===== config.mk =====
export PLATFORM = sky130hd
export DESIGN_NAME = vc_multichan_queue
export DESIGN_NICKNAME = d
export VERILOG_FILES = /design/src/rtl/vc_multichan_queue.sv
export SDC_FILE = /design/constraint.sdc
export NUM_CORES = 1
export LEC_CHECK = 0
export CAP_MARGIN = 15
export CORE_MARGIN = 2
export CORE_UTILIZATION = 37
export CTS_BUF_LIST = sky130_fd_sc_hd__clkbuf_4 sky130_fd_sc_hd__clkbuf_8 sky130_fd_sc_hd__clkbuf_16
export DETAILED_ROUTE_END_ITERATION = 8
export GPL_ROUTABILITY_DRIVEN = 0
export PLACE_DENSITY_LB_ADDON = 0.12
export RECOVER_POWER = 25
export SETUP_SLACK_MARGIN = 0.15
export SLEW_MARGIN = 20
export SYNTH_ARGS = -nofsm -noshare
export SYNTH_HDL_FRONTEND = slang
export SYNTH_SLANG_ARGS = --single-unit

===== constraint.sdc =====
create_clock -name clk -period 10.65 [get_ports clk]
set_clock_uncertainty 0.15 [all_clocks]
set_input_delay 2.13 -clock clk [delete_from_list [all_inputs] [get_ports clk]]
set_output_delay 2.13 -clock clk [all_outputs]
set_load 0.01 [all_outputs]

===== src/rtl/vc_multichan_queue.sv =====
// vc_multichan_queue: shared-storage multi-channel FIFO with round-robin dequeue
module vc_multichan_queue #(
    parameter logic [3:0] p_type         = 4'b0000,
    parameter int         p_msg_nbits    = 8,
    parameter int         p_num_chans    = 4,
    parameter int         p_num_msgs     = 4,
    parameter int         p_afull_thresh = 1,
    localparam int        c_chan_nbits   = $clog2(p_num_chans),
    localparam int        c_addr_nbits   = $clog2(p_num_msgs)
) (
    input  logic                                    clk,
    input  logic                                    reset,
    input  logic                                    enq_val,
    input  logic [c_chan_nbits-1:0]                 enq_chan,
    output logic                                    enq_rdy,
    input  logic [p_msg_nbits-1:0]                  enq_msg,
    output logic                                    deq_val,
    input  logic                                    deq_rdy,
    output logic [p_msg_nbits-1:0]                  deq_msg,
    output logic [c_chan_nbits-1:0]                 deq_chan,
    output logic [p_num_chans-1:0]                  chan_full,
    output logic [p_num_chans-1:0]                  chan_afull,
    output logic [p_num_chans*(c_addr_nbits+1)-1:0] num_free_entries
);
    localparam int   c_fw     = c_addr_nbits + 1;
    localparam logic c_pipe   = p_type[0];
    localparam logic c_bypass = p_type[1];

    logic [p_msg_nbits-1:0]  rf_q      [p_num_chans*p_num_msgs];
    logic [c_addr_nbits-1:0] enq_ptr_q [p_num_chans];
    logic [c_addr_nbits-1:0] enq_ptr_d [p_num_chans];
    logic [c_addr_nbits-1:0] deq_ptr_q [p_num_chans];
    logic [c_addr_nbits-1:0] deq_ptr_d [p_num_chans];
    logic [c_fw-1:0]         free      [p_num_chans];
    logic [p_num_chans-1:0]  full_q, full_d, empty, enq_hit, deq_hit;
    logic [c_chan_nbits-1:0] rr_q, rr_d, grant;
    logic                    found, chan_legal, byp, byp_taken, do_enq, do_deq, write_en;

    // Per-channel occupancy status derived from pointers and full bits
    always_comb begin
        for (int c = 0; c < p_num_chans; c++) begin
            empty[c] = ~full_q[c] & (enq_ptr_q[c] == deq_ptr_q[c]);
            free[c] = full_q[c] ? '0 : c_fw'(p_num_msgs) - {1'b0, enq_ptr_q[c] - deq_ptr_q[c]};
            num_free_entries[c*c_fw +: c_fw] = free[c];
            chan_afull[c] = int'(free[c]) <= p_afull_thresh;
        end
        chan_full = full_q;
    end

    // Round-robin grant: first non-empty channel at or after rr_q, wrapping
    always_comb begin
        grant = '0;
        found = 1'b0;
        for (int i = 0; i < p_num_chans; i++) begin
            if (!found && !empty[(int'(rr_q) + i) % p_num_chans]) begin
                found = 1'b1;
                grant = c_chan_nbits'((int'(rr_q) + i) % p_num_chans);
            end
        end
    end

    // Handshake, bypass and pipe-mode ready logic
    always_comb begin
        chan_legal = int'(enq_chan) < p_num_chans;
        byp        = c_bypass & (&empty) & enq_val & chan_legal;
        deq_val    = byp | found;
        deq_chan   = byp ? enq_chan : grant;
        deq_msg    = byp ? enq_msg : rf_q[{grant, deq_ptr_q[grant]}];
        do_deq     = deq_val & deq_rdy;
        byp_taken  = byp & deq_rdy;
        enq_rdy    = chan_legal & (~full_q[enq_chan] | (c_pipe & do_deq & (deq_chan == enq_chan)));
        do_enq     = enq_val & enq_rdy;
        write_en   = do_enq & ~byp_taken;
    end

    // Next-state pointers, full bits and round-robin pointer
    always_comb begin
        rr_d = byp_taken ? c_chan_nbits'((int'(enq_chan) + 1) % p_num_chans)
             : do_deq    ? c_chan_nbits'((int'(grant) + 1) % p_num_chans)
             : rr_q;
        for (int c = 0; c < p_num_chans; c++) begin
            enq_hit[c]   = write_en & (int'(enq_chan) == c);
            deq_hit[c]   = do_deq & ~byp_taken & (int'(grant) == c);
            enq_ptr_d[c] = enq_ptr_q[c] + c_addr_nbits'(enq_hit[c]);
            deq_ptr_d[c] = deq_ptr_q[c] + c_addr_nbits'(deq_hit[c]);
            full_d[c]    = (enq_hit[c] & ~deq_hit[c] & (enq_ptr_d[c] == deq_ptr_q[c])) ? 1'b1
                         : (deq_hit[c] & ~enq_hit[c]) ? 1'b0
                         : full_q[c];
        end
    end

    // State registers with synchronous active-low reset
    always_ff @(posedge clk) begin
        if (!reset) begin
            rr_q      <= '0;
            full_q    <= '0;
            enq_ptr_q <= '{default: '0};
            deq_ptr_q <= '{default: '0};
        end else begin
            rr_q      <= rr_d;
            full_q    <= full_d;
            enq_ptr_q <= enq_ptr_d;
            deq_ptr_q <= deq_ptr_d;
        end
    end

    // Shared regfile write port, addressed {chan, ptr}
    always_ff @(posedge clk) begin
        if (reset && write_en) rf_q[{enq_chan, enq_ptr_q[enq_chan]}] <= enq_msg;
    end

    // Handshake signals must be known whenever out of reset
    always_ff @(posedge clk) begin
        if (reset) assert (!$isunknown({enq_val, deq_rdy, enq_rdy, deq_val}));
    end
endmodule


## Yosys cells after proc, flatten, opt, wreduce, memory -nomap -nowiden

Memory sizes are Yosys's and may differ from the RTL's.
Cells that the tools add are included.

| cells by class | value |
|---|---|
| muxes and demuxes | 41 |
| $lt $le $gt $ge | 11 |
| eq/ne operators | 14 |
| add/subtract/negate cells | 20 |
| reduce and logical (&&, ||, !) cells | 18 |
| bitwise logic cells | 44 |

Operators by type and width:

| operator | count |
|---|---|
| $and A1 B1 Y1 | 26 |
| $mux W1 | 22 |
| $add A2 B1 Y2 | 8 |
| $eq A2 B2 Y1 | 8 |
| $mux W2 | 8 |
| $not A1 Y1 | 13 |
| $le A3 B1 Y1 const B | 4 |
| $lt A3 B4 Y1 const B | 3 |
| $mux W3 | 4 |
| $sub A3 B2 Y3 const A | 4 |
| $bmux W1 S2 | 5 |
| $bmux W2 S2 | 2 |
| $eq A2 B2 Y1 const B | 4 |
| $reduce_bool A2 Y1 | 4 |
| $sub A2 B2 Y2 | 4 |
| $ge A3 B3 Y1 const B | 2 |
| $lt A2 B3 Y1 const B | 2 |
| $not A2 Y3 | 2 |
| $reduce_or A2 Y1 | 3 |
| $logic_not A1 Y1 | 5 |
| $add A2 B1 Y2 const B | 2 |
| $add A2 B2 Y2 const B | 2 |
| $eq A2 B1 Y1 const B | 2 |
| $logic_and A1 B1 Y1 | 4 |
| 2 further kinds | 5 |

| word-level totals | value |
|---|---|
| memory bits (writable) | 128 |
| output and inout bits | 32 |
| register bits | 22 |
| memories | 1 |

Memory list:

| name | depth | width | read ports | clocked after Yosys merged registers in | write ports | RTL line | text |
|---|---|---|---|---|---|---|---|
| rf_q | 16 | 8 | 1 | 0 | 1 | 29 | `logic [p_msg_nbits-1:0] rf_q [p_num_chans*p_num_msgs];` |

## Depth between registers and ports, before layout

| depth | value |
|---|---|
| word-level depth | 21 |
| depth in mapped cells | 14 |
| mapped depth without buffers | 12 |

## Worst setup path after synthesis

Ideal clock, no wire load.

| timing path | value |
|---|---|
| path kind | input port to output port |
| start | input port enq_chan[0] |
| end | output port enq_rdy |
| arrival | 2.988 ns |
| setup slack | 5.382 ns |
| stages on the path | 3 |
| cell sequence | clkbuf_1 -> mux4_2 -> inv_1 |

| between the ends | value |
|---|---|
| longest elaborated chain between the ends | 3 |

Ends and longest elaborated chain:

| element | RTL line | text |
|---|---|---|
| start, declared | 14 | `input logic [c_chan_nbits-1:0] enq_chan,` |
| $bmux W1 S2 | 71 | `enq_rdy = chan_legal & (~full_q[enq_chan] \| (c_pipe & do_deq & (deq_chan == enq_chan)));` |
| $mux W1 (not written as such) | 71 |  |
| $not A1 Y1 | 71 |  |
| end, declared | 15 | `output logic enq_rdy,` |

Every way passes these cells. The select of a mux whose other input is x is not followed.

## Worst setup path after layout

| timing path | value |
|---|---|
| start | register enq_ptr_q[6] in the netlist's numbering |
| end | output port deq_msg[7] |

| between the ends | value |
|---|---|
| longest elaborated chain between the ends | 19 |
| elaborated cells between the ends (all ways) | 33 |
| classes of those cells | eq/ne (1); mux (21); bitwise (2); reduce/logical (8); memory (1) |

Ends and longest elaborated chain:

| element | RTL line | text |
|---|---|---|
| start, declared | 30 | `logic [c_addr_nbits-1:0] enq_ptr_q [p_num_chans];` |
| start signal, assigned | 102 | `enq_ptr_q <= enq_ptr_d;` |
| $eq A2 B2 Y1 (*) | 42 | `empty[c] = ~full_q[c] & (enq_ptr_q[c] == deq_ptr_q[c]);` |
| $and A1 B1 Y1 (*) | 42 |  |
| $bmux W1 S2 | 55 | `if (!found && !empty[(int'(rr_q) + i) % p_num_chans]) begin` |
| $mux W1 (not written as such) (2 in a row) | 55 |  |
| $logic_not A1 Y1 | 55 |  |
| $logic_and A1 B1 Y1 | 55 |  |
| $mux W1 | 55 |  |
| $logic_not A1 Y1 | 55 |  |
| $logic_and A1 B1 Y1 | 55 |  |
| $mux W1 | 55 |  |
| $logic_not A1 Y1 | 55 |  |
| $logic_and A1 B1 Y1 | 55 |  |
| $mux W2 (*) | 55 |  |
| $not A2 Y3 (not written as such) | 68 | `deq_msg = byp ? enq_msg : rf_q[{grant, deq_ptr_q[grant]}];` |
| $bmux W2 S2 | 68 |  |
| $mux W2 (not written as such) (2 in a row) | 68 |  |
| $mem_v2 Z16 W8 (*) | - |  |
| end, declared | 19 | `output logic [p_msg_nbits-1:0] deq_msg,` |

Every way passes the cells marked *; elsewhere a longest branch is shown, timed or not. The select of a mux whose other input is x is not followed.

==> reports/results.ini <==
[route]
ant_nets = 0
drcViolationCount = 0
wirelength_um = 18500
vias_per_cell = 5.78
drtIter0Drc = 415
drt_first_pass_iters = 5
wl_per_cell_um = 22.7
num_vias = 4720

[power]
powerDensity_nw_per_um2 = 358
p_int_uw = 1680
leakage_uw = 0.00289
seq_power_share = 0.230
switchingPower_uw = 1280
p_comb_frac = 0.571
ir_drop_mv = 0.230
switching_share = 0.433
p_clk_frac = 0.198

[logic_synthesis]
yosys.area_share.simple = 0.0804
synth-seq-area-share = 0.609
muxShareOfSynthArea = 0.0608
ys_warn_count = 0
ys_types = 43
syn_area_per_cell_um2 = 13.2
synth_top_family_by_area = compound AO/OA/AOI/OAI gates
synth_common_cells = edfxtp_1, o2111ai_1, inv_1, nor2_1, o211ai_1
synth-xor-area-share = 0.0320
netlist_instances = 534
async_flop_share = 0
synth_top_area_cell = edfxtp_1
syn-num-nets = 566
synth.top_cell.area_share = 0.546
synth_edf_count = 128
synth_top_flop_cell = edfxtp_1
synth.area.top_cells = edfxtp_1, o2111ai_1, dfxtp_1, o211ai_1, ha_1
synth_compound_area_frac = 0.137
ys_seq_elements = 150
synth.most_common_cell = edfxtp_1
mappedNetlistArea_um2 = 7030
synth_fa_ha_area_frac = 0.0320

[setup_path]
r2r-start = enq_ptr_q[6]$_SDFF_PN0_
cp_num_buf_inv = 4
cpLargestDelayFamily = compound AO/OA/AOI/OAI gates
critPathKind = register to output pin
startpoint = enq_ptr_q[6]$_SDFF_PN0_
cp_slowest_cell = o211a_2
crit_top_cell = buf_4
worstPathRequired_ns = 8.37
crit_arrival_ns = 5.10
end_kind = output pin
cp_cell_sequence = inv_1, ha_1, nand2b_1, o21ai_0, a21boi_0, a32o_1, buf_4, o211a_2, buf_4, mux2_1, o211ai_1, nand4_1, clkdlybuf4s50_1
start_kind = register
cp_max_fo = 38
slowest_delay_ns = 0.67

[timing]
period_minus_slack_ns = 7.38
setup_viol = 0
setup_tns_ns = 0
fin_crit_sh = 0.693
maxSlewHeadroom = 0.322
finalMaxSlewViolations = 0
rsz0062_at_grt = false
max_freq_ghz = 0.135
hold_viol_final = 0
worst_pin_slew_ns = 1.01

[final_layout]
antennaDiodeCount = 0
nFillCells = 1689
syn_to_final_growth_pct = 17.2
fin_cells = 816
layout-drive-gt1-share = 0.110
fin_nets = 602

[clocking]
ctsResizeCount = 0
clkTransAtPathRegs_ns = 0.06
ctsHoldBuffers = 0
cts.sinks = 150
post_cts_buffers = 0
cts-buffers-inserted = 17
cts_tree = done
htree_levels = 4
clkLatencyLatePin_ns = 0.42
cts-root-buf = clkbuf_16
clock_path_buffers = 2

[floorplanning]
fp.dieW_um = 142
coreArea_um2 = 18700
row_count = 50
fp.dieH_um = 142
ioPinCount = 46
die_area_um2 = 20100
start_util = 0.376

[grt]
grt_max_degree = 39
grt_pass1_vias = 4537
antenna_found_initial = 0
grtUsageTotal = 0.192
grt_pass1_wl_um = 28400
grt_overflow = 0

[flow_run]
cap_violations = 0

[hold_path]
min_from = rr_q[0]$_SDFFE_PN0P_
hp-class = register to register

[placed_design]
dp_hpwl_um = 12700
dp.cells = 785
numPortBuffers = 45

[status]
status = finished, final reports clean

## per-layer routing
layer	GRT usage	wire length, µm
met1	0.278	8640
met2	0.300	8660
met3	0.0310	957
met4	0.0568	252
met5	0	0
## cells in the final DEF (no fill, tap or decap), drive strengths merged, types with 3 or more instances in the layout
master,count
nand2,6
o2111ai,65
mux2,32
o211ai,32
xnor2,6
clkdlybuf4s50,40
edfxtp,128
dfxtp,22
nor3,4
xor2,18
and2,21
clkinv,6
nor2b,12
dlygate4sd3,5
o21ai,9
clkinvlp,3
nand4,10
ha,18
buf,7
and3,4
mux4,3
o211a,3
nand3,7
clkbuf,19
nor2,35
nand2b,3
inv,47
## worst register-to-register path, stage by stage, from the launching register on
cell	delay [ns]
dfxtp_1	0.39
inv_1	0.06
ha_1	0.32
nand2b_1	0.13
o21ai_0	0.38
a21boi_0	0.42
and2_0	0.47
inv_2	0.15
ha_1	0.21
and3_1	0.16
ha_1	0.19
xor2_1	0.14
and2_1	0.15
## power by group through the flow
stage / clock network [µW] / registers (µW) / logic (µW)
2_1_floorplan: 0 / 684 / 1100
3_5_place_dp: 0 / 693 / 1680
5_1_grt: 616 / 683 / 1830
6_report: 586 / 681 / 1690
3_3_place_gp: 0 / 692 / 1660
4_1_cts: 595 / 681 / 1690
## final cells by class
cell class	instances	area (µm²)	area share
clock buffers	19	440	0.0534
flip-flops and latches	150	4280	0.519
repair buffers	52	503	0.0610
well taps	234	293	0.0355
multi-input cells	303	2420	0.294
inverters	46	173	0.0209
clock inverters	12	131	0.0159
## stage by stage
stage / util / setup WS, ns / total power [µW] / instance area (µm²) / hold slack, ns
3_5_place_dp: 0.410 / 3.89 / 2380 / 7670 / 0.441
2_1_floorplan: - / 5.38 / 1780 / 7030 / 0.378
3_3_place_gp: 0.410 / 3.97 / 2350 / 7670 / 0.448
6_report: 0.441 / 3.27 / 2960 / 8250 / 0.484
5_1_grt: 0.441 / 2.98 / 3120 / 8250 / 0.550
4_1_cts: 0.441 / 3.41 / 2970 / 8250 / 0.451
## cell families after synthesis
logic type	Yosys count
AO/OA/AOI/OAI	119
XOR/XNOR	24
adder cells (fa/ha/maj)	18
buffers and inverters	81
flip-flops	150
multiplexers	35
AND/OR/NAND/NOR	107
## path summary, 6_finish.rpt
path,endpoint,slack (ns),cells past startpoint
min reg2reg,rr_q[0]$_SDFFE_PN0P_,0.48,2
min,rr_q[0]$_SDFFE_PN0P_,0.48,2
max reg2reg,deq_ptr_q[5]$_SDFF_PN0_,7.24,12
max,deq_msg[7],3.27,13
## flip-flops by register name, summed over array words and instances (netlist names)
name and count:
deq_ptr_q 8, chan_full 4, enq_ptr_q 8, rf_q 128
rr_q 2
(Power assumes the default switching activity.)
